File: config.mk
export PLATFORM = sky130hd
export DESIGN_NAME = player_move_sched
export DESIGN_NICKNAME = d
export VERILOG_FILES = /design/src/rtl/bomber_pkg.sv /design/src/rtl/ps2_key_decoder.sv /design/src/rtl/player_move_sched.sv
export SDC_FILE = /design/constraint.sdc
export NUM_CORES = 1
export LEC_CHECK = 0
export CAP_MARGIN = 20
export CORE_MARGIN = 4
export CORE_UTILIZATION = 54
export CTS_BUF_LIST = sky130_fd_sc_hd__clkbuf_4
export DETAILED_ROUTE_END_ITERATION = 8
export GPL_TIMING_DRIVEN = 0
export PLACE_DENSITY = 0.79
export SLEW_MARGIN = 20
export SYNTH_ARGS = -nofsm -noshare
export SYNTH_HDL_FRONTEND = slang
export SYNTH_SLANG_ARGS = --single-unit
export TNS_END_PERCENT = 30
File: constraint.sdc
create_clock -name clk -period 7 [get_ports clk]
set_input_delay 1.05 -clock clk [delete_from_list [all_inputs] [get_ports clk]]
set_output_delay 1.05 -clock clk [all_outputs]
set_load 0.03 [all_outputs]
File: src/rtl/bomber_pkg.sv
// -----------------------------------------------------------------------------
// bomber_pkg
// Shared definitions for the Bomberman player movement path: default screen
// size, PS/2 set-2 scancodes for both players, decoder and scheduler state
// types, the on-screen coordinate type, and a scancode-to-key-bit mapper.
// Key vectors are ordered {up, down, left, right} (bit 3 .. bit 0).
// -----------------------------------------------------------------------------
package bomber_pkg;

    localparam int HACTIVE_DEF = 800;
    localparam int VACTIVE_DEF = 600;

    // PS/2 prefix bytes
    localparam logic [7:0] PS2_BRK = 8'hF0;
    localparam logic [7:0] PS2_EXT = 8'hE0;

    // Player 1: plain codes
    localparam logic [7:0] KEY_P1_UP    = 8'h1D;
    localparam logic [7:0] KEY_P1_DOWN  = 8'h1B;
    localparam logic [7:0] KEY_P1_LEFT  = 8'h1C;
    localparam logic [7:0] KEY_P1_RIGHT = 8'h23;

    // Player 2: extended (E0-prefixed) codes
    localparam logic [7:0] KEY_P2_UP    = 8'h75;
    localparam logic [7:0] KEY_P2_DOWN  = 8'h72;
    localparam logic [7:0] KEY_P2_LEFT  = 8'h6B;
    localparam logic [7:0] KEY_P2_RIGHT = 8'h74;

    typedef enum logic [1:0] {
        DEC_WAIT,
        DEC_BRK,
        DEC_EXT,
        DEC_EXT_BRK
    } dec_state_t;

    typedef enum logic [2:0] {
        SCH_IDLE,
        SCH_SNAP,
        SCH_MOVE_P1,
        SCH_MOVE_P2,
        SCH_DONE
    } sch_state_t;

    typedef logic signed [10:0] coord_t;

    // One-hot key bit for a scancode; plain codes belong to player 1,
    // extended codes to player 2. Unmapped codes give an empty mask.
    function automatic logic [3:0] key_mask(input logic [7:0] code, input logic ext);
        logic [3:0] m;
        m = 4'b0000;
        if (!ext) begin
            case (code)
                KEY_P1_UP:    m = 4'b1000;
                KEY_P1_DOWN:  m = 4'b0100;
                KEY_P1_LEFT:  m = 4'b0010;
                KEY_P1_RIGHT: m = 4'b0001;
                default:      m = 4'b0000;
            endcase
        end else begin
            case (code)
                KEY_P2_UP:    m = 4'b1000;
                KEY_P2_DOWN:  m = 4'b0100;
                KEY_P2_LEFT:  m = 4'b0010;
                KEY_P2_RIGHT: m = 4'b0001;
                default:      m = 4'b0000;
            endcase
        end
        return m;
    endfunction

endpackage

File: src/rtl/ps2_key_decoder.sv
// -----------------------------------------------------------------------------
// ps2_key_decoder
// Turns the PS/2 set-2 byte stream into held-key vectors for both players.
// Ports:
//   clk, reset   clock, asynchronous active-high reset
//   data_out     scancode byte, valid when data_valide is high
//   data_valide  one-cycle byte strobe
//   keys_p1/p2   held keys {up,down,left,right}; update the cycle after the strobe
// -----------------------------------------------------------------------------
module ps2_key_decoder
    import bomber_pkg::*;
(
    input  logic       clk,
    input  logic       reset,
    input  logic [7:0] data_out,
    input  logic       data_valide,
    output logic [3:0] keys_p1,
    output logic [3:0] keys_p2
);

    dec_state_t state;
    logic [3:0] mask;

    // The byte after an E0 prefix (with or without F0) is a player-2 code.
    assign mask = key_mask(data_out, (state == DEC_EXT) || (state == DEC_EXT_BRK));

    // NOTE: state and key registers use non-blocking assignments so every
    // update in this block sees the pre-edge values.
    always_ff @(posedge clk or posedge reset) begin
        if (reset) begin
            state   <= DEC_WAIT;
            keys_p1 <= 4'b0000;
            keys_p2 <= 4'b0000;
        end else if (data_valide) begin
            case (state)
                DEC_WAIT: begin
                    if (data_out == PS2_BRK)      state <= DEC_BRK;
                    else if (data_out == PS2_EXT) state <= DEC_EXT;
                    else                          keys_p1 <= keys_p1 | mask;
                end
                DEC_EXT: begin
                    if (data_out == PS2_BRK) begin
                        state <= DEC_EXT_BRK;
                    end else begin
                        keys_p2 <= keys_p2 | mask;
                        state   <= DEC_WAIT;
                    end
                end
                DEC_BRK: begin
                    keys_p1 <= keys_p1 & ~mask;
                    state   <= DEC_WAIT;
                end
                DEC_EXT_BRK: begin
                    keys_p2 <= keys_p2 & ~mask;
                    state   <= DEC_WAIT;
                end
                default: state <= DEC_WAIT;
            endcase
        end
    end

endmodule

File: src/rtl/player_move_sched.sv
// -----------------------------------------------------------------------------
// player_move_sched
// Per-frame movement scheduler for the two players. On each qualifying
// end-of-frame it snapshots the held keys, then moves player 1, then player 2,
// clamping to the screen and refusing any move onto the other player.
// Ports:
//   clk, reset        clock, asynchronous active-high reset
//   eof               end-of-frame level; its rising edge feeds the frame divider
//   data_out          PS/2 scancode byte
//   data_valide       one-cycle byte strobe
//   p1_x/p1_y         player 1 center (signed 11 bit)
//   p2_x/p2_y         player 2 center (signed 11 bit)
//   keys_p1/keys_p2   held keys {up,down,left,right}
//   upd_done          one-cycle pulse after the player 2 commit
// Build option: define MOVE_DIAG_EN to let both axes move in one update;
// otherwise a horizontal move takes priority and suppresses the vertical one.
// -----------------------------------------------------------------------------
module player_move_sched
    import bomber_pkg::*;
#(
    parameter int HACTIVE   = HACTIVE_DEF,
    parameter int VACTIVE   = VACTIVE_DEF,
    parameter int STEP      = 2,
    parameter int FRAME_DIV = 1,
    parameter int P1_X0     = 200,
    parameter int P1_Y0     = 300,
    parameter int P2_X0     = 600,
    parameter int P2_Y0     = 300
) (
    input  logic               clk,
    input  logic               reset,
    input  logic               eof,
    input  logic [7:0]         data_out,
    input  logic               data_valide,
    output logic signed [10:0] p1_x,
    output logic signed [10:0] p1_y,
    output logic signed [10:0] p2_x,
    output logic signed [10:0] p2_y,
    output logic [3:0]         keys_p1,
    output logic [3:0]         keys_p2,
    output logic               upd_done
);

    localparam logic signed [11:0] X_MAX   = 12'(HACTIVE - 1);
    localparam logic signed [11:0] Y_MAX   = 12'(VACTIVE - 1);
    localparam logic signed [11:0] STEP_S  = 12'(STEP);
    localparam logic [7:0]         DIV_TOP = 8'(FRAME_DIV - 1);

    ps2_key_decoder u_decoder (
        .clk         (clk),
        .reset       (reset),
        .data_out    (data_out),
        .data_valide (data_valide),
        .keys_p1     (keys_p1),
        .keys_p2     (keys_p2)
    );

    sch_state_t state;
    logic       eof_q;
    logic [7:0] frame_cnt;
    logic [3:0] snap_p1;
    logic [3:0] snap_p2;
    logic       eof_rise;
    logic       tick;

    assign eof_rise = eof & ~eof_q;
    assign tick     = eof_rise && (frame_cnt == DIV_TOP);

    // Signed displacement along one axis; opposite keys cancel.
    function automatic logic signed [11:0] delta(input logic inc, input logic dec);
        if (inc == dec) return 12'sd0;
        return inc ? STEP_S : -STEP_S;
    endfunction

    function automatic coord_t clamp(input logic signed [11:0] v, input logic signed [11:0] hi);
        if (v < 12'sd0) return '0;
        if (v > hi)     return hi[10:0];
        return v[10:0];
    endfunction

    // Candidate for whichever player the scheduler is moving this cycle.
    // In MOVE_P2 the "other" position is p1's value committed one cycle ago.
    coord_t            cur_x, cur_y, oth_x, oth_y, cand_x, cand_y;
    logic [3:0]        mv_keys;
    logic signed [11:0] dx, dy;
    logic              blocked;

    // NOTE: every always_comb output is assigned on all paths (the if/else
    // covers both branches) so no latch is inferred.
    always_comb begin
        if (state == SCH_MOVE_P2) begin
            cur_x = p2_x;  cur_y = p2_y;  mv_keys = snap_p2;
            oth_x = p1_x;  oth_y = p1_y;
        end else begin
            cur_x = p1_x;  cur_y = p1_y;  mv_keys = snap_p1;
            oth_x = p2_x;  oth_y = p2_y;
        end
        dx = delta(mv_keys[0], mv_keys[1]);
`ifdef MOVE_DIAG_EN
        dy = delta(mv_keys[2], mv_keys[3]);
`else
        dy = (dx != 12'sd0) ? 12'sd0 : delta(mv_keys[2], mv_keys[3]);
`endif
        cand_x  = clamp($signed({cur_x[10], cur_x}) + dx, X_MAX);
        cand_y  = clamp($signed({cur_y[10], cur_y}) + dy, Y_MAX);
        blocked = (cand_x == oth_x) && (cand_y == oth_y);
    end

    always_ff @(posedge clk or posedge reset) begin
        if (reset) begin
            state     <= SCH_IDLE;
            eof_q     <= 1'b0;
            frame_cnt <= 8'd0;
            snap_p1   <= 4'b0000;
            snap_p2   <= 4'b0000;
            p1_x      <= 11'(P1_X0);
            p1_y      <= 11'(P1_Y0);
            p2_x      <= 11'(P2_X0);
            p2_y      <= 11'(P2_Y0);
            upd_done  <= 1'b0;
        end else begin
            eof_q <= eof;
            // NOTE: default-low here makes upd_done a single-cycle pulse
            // without a separate clear state.
            upd_done <= 1'b0;
            if (eof_rise)
                frame_cnt <= (frame_cnt == DIV_TOP) ? 8'd0 : frame_cnt + 8'd1;

            case (state)
                SCH_IDLE:    if (tick) state <= SCH_SNAP;  // ticks while busy are dropped
                SCH_SNAP: begin
                    snap_p1 <= keys_p1;
                    snap_p2 <= keys_p2;
                    state   <= SCH_MOVE_P1;
                end
                SCH_MOVE_P1: begin
                    if (!blocked) begin
                        p1_x <= cand_x;
                        p1_y <= cand_y;
                    end
                    state <= SCH_MOVE_P2;
                end
                SCH_MOVE_P2: begin
                    if (!blocked) begin
                        p2_x <= cand_x;
                        p2_y <= cand_y;
                    end
                    state <= SCH_DONE;
                end
                SCH_DONE: begin
                    upd_done <= 1'b1;
                    state    <= SCH_IDLE;
                end
                default: state <= SCH_IDLE;
            endcase
        end
    end

endmodule
# Yosys cells after proc, flatten, opt, wreduce, memory -nomap -nowiden

Cells that the tools add are included.

$add $sub $neg: 3
$lt $le $gt $ge: 4
Equal/unequal tests: 26
Muxes and demuxes: 44
Bitwise logic cells: 8
Reductions and logical operators: 15

Operators with widths:

| cell                   | number |
|---|---|
| $mux W11               | 12 |
| $mux W12               | 7 |
| $eq A8 B7 Y1 const B   | 4 |
| $pmux W4 S4            | 2 |
| $add A11 B12 Y12       | 2 |
| $eq A8 B5 Y1 const B   | 3 |
| $gt A12 B11 Y1 const B | 2 |
| $lt A12 B1 Y1 const B  | 2 |
| $eq A11 B11 Y1         | 2 |
| $mux W4                | 5 |
| $eq A8 B8 Y1 const B   | 2 |
| $pmux W4 S2            | 2 |
| $pmux W3 S4            | 1 |
| $reduce_bool A12 Y1    | 1 |
| $mux W1                | 9 |
| $add A8 B1 Y8 const B  | 1 |
| $and A4 B4 Y4          | 2 |
| $eq A8 B6 Y1 const B   | 1 |
| $logic_not A8 Y1       | 1 |
| $mux W8                | 1 |
| $ne A2 B2 Y1 const B   | 4 |
| $or A4 B4 Y4           | 2 |
| $eq A3 B2 Y1 const B   | 2 |
| $mux W2                | 3 |
| 20 further kinds       | 27 |

Register bits: 75
Input bits: 12
Logic and storage cells: 113

# Logic depth before layout (Yosys ltp)

Depth after elaboration: 17
Gate-level depth with buffers: 32
Depth with buffers taken out: 20

# Modules after synthesis

Synthesis repeated with hierarchy kept, for this count alone.

Cell total of the unflattened synthesis: 705
Area, all modules: 6465.0 µm²

By module, submodules not included:

| module            | instances | cells each | area an instance (µm²) | sequential area each (µm²) |
|---|---|---|---|---|
| player_move_sched | 1         | 643        | 5768.0                 | 1645.3 |
| ps2_key_decoder   | 1         | 62         | 696.9                  | 250.2 |

# Least setup slack after synthesis

Ideal clock, no wire load.

Path kind: reg2reg
Start point: reg state[2]
End point: reg p1_x[1]
Data arrival time: 6.771 ns
Data required time: 6.875 ns
Path slack: 0.104 ns
Cell stages (with the launch flop): 31
Cell sequence: dfrtp_1 buf_6 nand3b_4 inv_4 buf_6 clkbuf_1 clkbuf_1 buf_1 buf_1 nand2_1 nand2_1 ha_1 clkbuf_1 inv_1 ha_1 fa_1 nand2b_1 a31oi_1 o31ai_4 a2bb2oi_2 nor2_1 or4_1 buf_2 o211a_1 a2111oi_2 nand4b_1 or4_4 and2_1 buf_6 buf_6 mux2_4

Word-level cells in the longest chain between the ends: 17
Elaborated cells between the ends (all ways): 40
Those cells by class: add/sub: 2; order compare: 4; eq/ne: 6; mux: 24; bitwise: 1; reduce/logical: 3

RTL lines:

| item                               | line                     | RTL |
|---|---|---|
| start, declared                    | player_move_sched.sv:58  | `sch_state_t state;` |
| start signal, assigned             | player_move_sched.sv:111 | `state <= SCH_IDLE;` |
| start signal, assigned             | player_move_sched.sv:130 | `SCH_IDLE: if (tick) state <= SCH_SNAP;` |
| start signal, assigned             | player_move_sched.sv:134 | `state <= SCH_MOVE_P1;` |
| $eq A3 B2 Y1                       | player_move_sched.sv:91  | `if (state == SCH_MOVE_P2) begin` |
| $mux W4                            | player_move_sched.sv:91  |  |
| $eq A1 B1 Y1                       | player_move_sched.sv:71  | `if (inc == dec) return 12'sd0;` |
| $mux W1                            | player_move_sched.sv:71  |  |
| $mux W12                           | player_move_sched.sv:72  | `return inc ? STEP_S : -STEP_S;` |
| $reduce_bool A12 Y1                | player_move_sched.sv:102 | `dy = (dx != 12'sd0) ? 12'sd0 : delta(mv_keys[2], mv_keys[3]);` |
| $mux W12                           | player_move_sched.sv:102 |  |
| $add A11 B12 Y12                   | player_move_sched.sv:105 | `cand_y = clamp($signed({cur_y[10], cur_y}) + dy, Y_MAX);` |
| $gt A12 B11 Y1                     | player_move_sched.sv:77  | `if (v > hi) return hi[10:0];` |
| $mux W1 (2 in a row)               | player_move_sched.sv:77  |  |
| $mux W11                           | player_move_sched.sv:78  | `return v[10:0];` |
| $mux W11                           | player_move_sched.sv:77  |  |
| $eq A11 B11 Y1                     | player_move_sched.sv:106 | `blocked = (cand_x == oth_x) && (cand_y == oth_y);` |
| $logic_and A1 B1 Y1                | player_move_sched.sv:106 |  |
| $not A1 Y1 (no source line)        | -                        |  |
| $reduce_and A2 Y1 (no source line) | -                        |  |
| end signal, assigned               | player_move_sched.sv:116 | `p1_x <= 11'(P1_X0);` |
| end signal, assigned               | player_move_sched.sv:138 | `p1_x <= cand_x;` |
| end, declared                      | player_move_sched.sv:35  | `output logic signed [10:0] p1_x,` |

Several ways; a longest one is shown, not always the timed one. The select of a mux whose other input is x is not followed.
A chain may end at the register's enable or synchronous reset.

# Worst setup path after layout

Start point: reg state[2]
End point: reg p1_y[9]

Word-level cells in the longest chain between the ends: 17
Elaborated cells between the ends (all ways): 40
Those cells by class: add/sub: 2; order compare: 4; eq/ne: 6; mux: 24; bitwise: 1; reduce/logical: 3

RTL lines:

| item                               | line                     | RTL |
|---|---|---|
| $eq A3 B2 Y1                       | player_move_sched.sv:91  |  |
| $mux W4                            | player_move_sched.sv:91  |  |
| $eq A1 B1 Y1                       | player_move_sched.sv:71  |  |
| $mux W1                            | player_move_sched.sv:71  |  |
| $mux W12                           | player_move_sched.sv:72  |  |
| $reduce_bool A12 Y1                | player_move_sched.sv:102 |  |
| $mux W12                           | player_move_sched.sv:102 |  |
| $add A11 B12 Y12                   | player_move_sched.sv:105 |  |
| $gt A12 B11 Y1                     | player_move_sched.sv:77  |  |
| $mux W1 (2 in a row)               | player_move_sched.sv:77  |  |
| $mux W11                           | player_move_sched.sv:78  |  |
| $mux W11                           | player_move_sched.sv:77  |  |
| $eq A11 B11 Y1                     | player_move_sched.sv:106 |  |
| $logic_and A1 B1 Y1                | player_move_sched.sv:106 |  |
| $not A1 Y1 (no source line)        | -                        |  |
| $reduce_and A2 Y1 (no source line) | -                        |  |
| end signal, assigned               | player_move_sched.sv:117 | `p1_y <= 11'(P1_Y0);` |
| end signal, assigned               | player_move_sched.sv:139 | `p1_y <= cand_y;` |
| end, declared                      | player_move_sched.sv:36  | `output logic signed [10:0] p1_y,` |

Several ways; a longest one is shown, not always the timed one. The select of a mux whose other input is x is not followed.

==> summary.md <==
| Metric | Value |
|---|---|
| Fraction of final layout cells sized beyond drive strength 1 | 0.205 |
| Horizontal die dimension | 117 µm |
| IO Pins | between 60 and 70 |
| Endpoint type of the worst setup path | register |
| Clock tree sinks | 75 |
| Drt total wl | approximately 20,000 µm |
| Share of synthesized cell area in full adder, half adder and majority cells | 0.0432 |
| Time the worst path needs with I/O delays and setup | 6730 ps |
| Grt ovf | 0 |
| Avg WL per Cell | 21.3 µm |
| Maximum number of pins on one net before global-route repair | 50 |
| Insertion delay of the later-clocked pin in the worst-skew pair | 470 ps |
| Total inserted antenna cells | 0 |
| Count of final max-slew check failures | 0 |
| Total via count in the routed design | 5,929 |
| DRC Markers | 0 |
| Vias in the first global route | 5,798 |
| Dominant register cell in the synthesized netlist | dfrtp_1 |
| Count of maximum capacitance violations | 0 |
| TritonCTS clock tree | yes |
| Critical Path Fanout Max | 19 |
| Status | complete, no violations |
| Cells taking the most area after synthesis | dfrtp_1 (24%), mux2_4 (7.5%), dfstp_2 (6.2%), nand2_1 (5.7%), ha_1 (3.5%) |
| Most Frequent Cell on Critical Path | buf_6 |
| Site row count | 39 |
| Worst voltage drop across the vdd grid | between 0.0003 and 0.0004 V |
| Mean instance size in the synthesized netlist | roughly 9.1 µm² |
| Leak pwr | approximately 3.3 nW |
| Critical path's slowest cell | or4_4 |
| Kind of launch point of the worst setup path | register |
| Area share of the largest cell type after synthesis | 0.236 |
| Fraction of registers with async set or reset after synthesis | 1.00 |
| H-tree depth | 3 |
| Simple-gate area share of the yosys netlist | 0.223 |
| Combinational family with the most area after synthesis | simple AND/OR/NAND/NOR gates |
| Share of the yosys chip area belonging to registers | 0.297 |
| Net count after synthesis | 733 |
| Antenna viol nets, final | 0 |
| Clock tree skew after final layout | between 15 and 20 ps |
| Clock transition at the registers of the reported paths | 140 ps |
| Combined area of all synthesized cells | 6370 µm² |
| Setup violations, final | 0 |
| CTS buffer count | 9 |
| Number of input and output port buffers inserted | 64 |
| Worst Path Arrival | a little over 7000 ps |
| Xor and xnor area share after synthesis | 0.0536 |
| Fraction of the mapped netlist area in compound gates | 0.178 |
| Height of the die | 117 µm |
| Final Util | 0.663 |
| First-pass GRT wire length | 31,100 µm |
| Root Buffer Master | clkbuf_4 |
| Power per cell area | 542 nW/µm² |
| Tightest slew margin relative to the limit | 0.272 |
| Post-Place Cell Area | around 7200 µm² |
| Crit Path Category | register to register |
| Overall power of the completed layout | 4.12 mW |
| Gate count after technology mapping | 701 |
| Post-synthesis sequential element count | 75 |
| Number of hold violations in the final report | 0 |
| Initial core utilization | 0.556 |
| Placeable Area | 11,500 µm² |
| Cell type contributing the most total cell area after synthesis | dfrtp_1 |
| Total of warnings raised by yosys | 0 |
| Req. time, crit path | 7360 ps |
| P&R area growth vs syn | 19.2% |
| Global router's overall resource usage | 0.296 |
| Highest achievable clock rate | 149 MHz |
| Area enclosed by the die boundary | between 10,000 and 15,000 µm² |
| Mux cell area share after synthesis | 0.155 |
| Fraction of the cycle the final worst path needs | 0.962 |
| Maximum buffer depth of the clock tree | 2 |
| Number of antenna violations at the first check in global routing | 0 |
| Post-DP HPWL | 14,600 µm |
| Router iterations before antenna repair | 5 |
| Slew at the pin closest to its max-slew limit | between 1000 and 1500 ps |
| Final instance area | 7600 µm² |
| Number of distinct library cell variants in the gate-level netlist after synthesis | 92 |
| Nets | 807 |
| Number of synthesized flops with an enable pin | 0 |
| Placer Congestion | slightly below 1 |
| Worst hold-check slack | 499 ps |
| Routed vias/inst | around 6.4 |
| 1st-iter DRT viols | around 600 |
| Unrepaired setup endpoints after global routing | false |
| Largest stage delay, worst path | 550 ps |
| Path type of the worst min-delay path | register to register |
==> placed cells by master (no fill, tap or decap), drive strengths merged, types with 5 or more instances in the layout <==
cell type	instances
a211oi	7
a31oi	11
mux2	51
inv	25
nor2	46
or3	6
clkbuf	23
nand2b	10
xnor2	21
nor4	9
nand3	26
dfstp	15
and4b	6
a21o	8
ha	18
xor2	11
o21ai	26
mux2i	24
nor2b	8
nand2	96
o211ai	8
a211o	5
dfrtp	60
nor3b	9
nand4	10
clkdlybuf4s50	64
buf	25
a21oi	38
or2	8
and2	9
nor3	12
==> critical path, delay by kind of cell, from the launching register on <==
| family | cells | cell delay, ps |
|---|---|---|
| adders and majority gates | 3 | 910 |
| DFF | 1 | 400 |
| muxes | 1 | 300 |
| and+or+nand+nor | 9 | 1940 |
| buffers and inverters | 11 | 1820 |
| AOI/OAI and AO/OA | 5 | 1220 |
==> per-stage QoR <==
step / cells / setup TNS [ps] / worst slack, ps
finish: 923 / 0 / 268
global route: 923 / 0 / 78.1
CTS: 925 / 0 / 2.82
detailed placement: 909 / -84930 / -2030
global placement: 908 / -79480 / -1900
floorplan: 701 / 0 / 104
==> cells by family after synthesis <==
logic type / count (synthesis)
and+or+nand+nor: 276
AOI/OAI and AO/OA: 156
muxes: 76
DFF: 75
buffers and inverters: 63
xor gates and xnor gates: 34
adders and majority gates: 21
==> path summary, 6_finish.rpt <==
kind                                           from                        to  slack, ps  cells past startpoint
setup reg to reg               state[2]$_DFFE_PP0P_       p1_y[9]$_DFFE_PP0P_        270                     29
hold reg to reg            frame_cnt[7]$_DFFE_PP0P_  frame_cnt[7]$_DFFE_PP0P_        500                      1
setup / recovery               state[2]$_DFFE_PP0P_       p1_y[9]$_DFFE_PP0P_        270                     29
max in group asynchronous                     reset       p2_x[9]$_DFFE_PP1P_       5470                      3
min in group asynchronous                     reset  frame_cnt[3]$_DFFE_PP0P_        890                      2
hold / removal             frame_cnt[7]$_DFFE_PP0P_  frame_cnt[7]$_DFFE_PP0P_        500                      1
==> where the power goes <==
group / switching (mW) / internal [mW]
combinational: 1.72 / 1.32
sequential: 0.196 / 0.592
clock: 0.174 / 0.114
total: 2.09 / 2.03
==> synthesized netlist by cell type (all sizes together) (6+ instances only) <==
| library cell | instances |
|---|---|
| xnor2 | 21 |
| a21oi | 38 |
| a21o | 8 |
| nand2b | 10 |
| a211oi | 7 |
| and4b | 6 |
| nor3 | 12 |
| o211ai | 8 |
| nand4 | 10 |
| nor3b | 9 |
| o21ai | 26 |
| or3 | 6 |
| a31oi | 11 |
| inv | 24 |
| and2 | 9 |
| mux2 | 51 |
| dfstp | 15 |
| mux2i | 24 |
| nor2 | 46 |
| ha | 18 |
| dfrtp | 60 |
| nand3 | 26 |
| nor2b | 8 |
| buf | 23 |
| nand2 | 96 |
| xor2 | 11 |
| clkbuf | 16 |
| nor4 | 9 |
| or2 | 8 |
==> per-layer routing <==
| layer | GRT usage | vias up | wire length (µm) |
|---|---|---|---|
| met5 | 0 | - | 0 |
| met4 | 0.112 | 0 | 551 |
| met3 | 0.0440 | 43 | 1460 |
| met2 | 0.465 | 281 | 9000 |
| met1 | 0.415 | 2885 | 8620 |
| li1 | - | 2720 | - |
==> area by class of cell <==
class | instances | area (µm²)
multi-input cells | 563 | 4310
fillers | 946 | 3870
flip-flops and latches | 75 | 1900
repair buffers | 70 | 706
plain buffers | 32 | 269
well taps | 143 | 179
inverters | 24 | 95.1
clock buffers | 10 | 75.1
clock inverters | 6 | 66.3
==> timing repair <==
action,CTS,global route
gates resized for setup,31,20
cloned,0,0
setup buffers,3,2
hold buffers,0,0
pin swaps,3,5
endpoints found under the setup margin,44,44
Power figures use the tool's default switching activity.
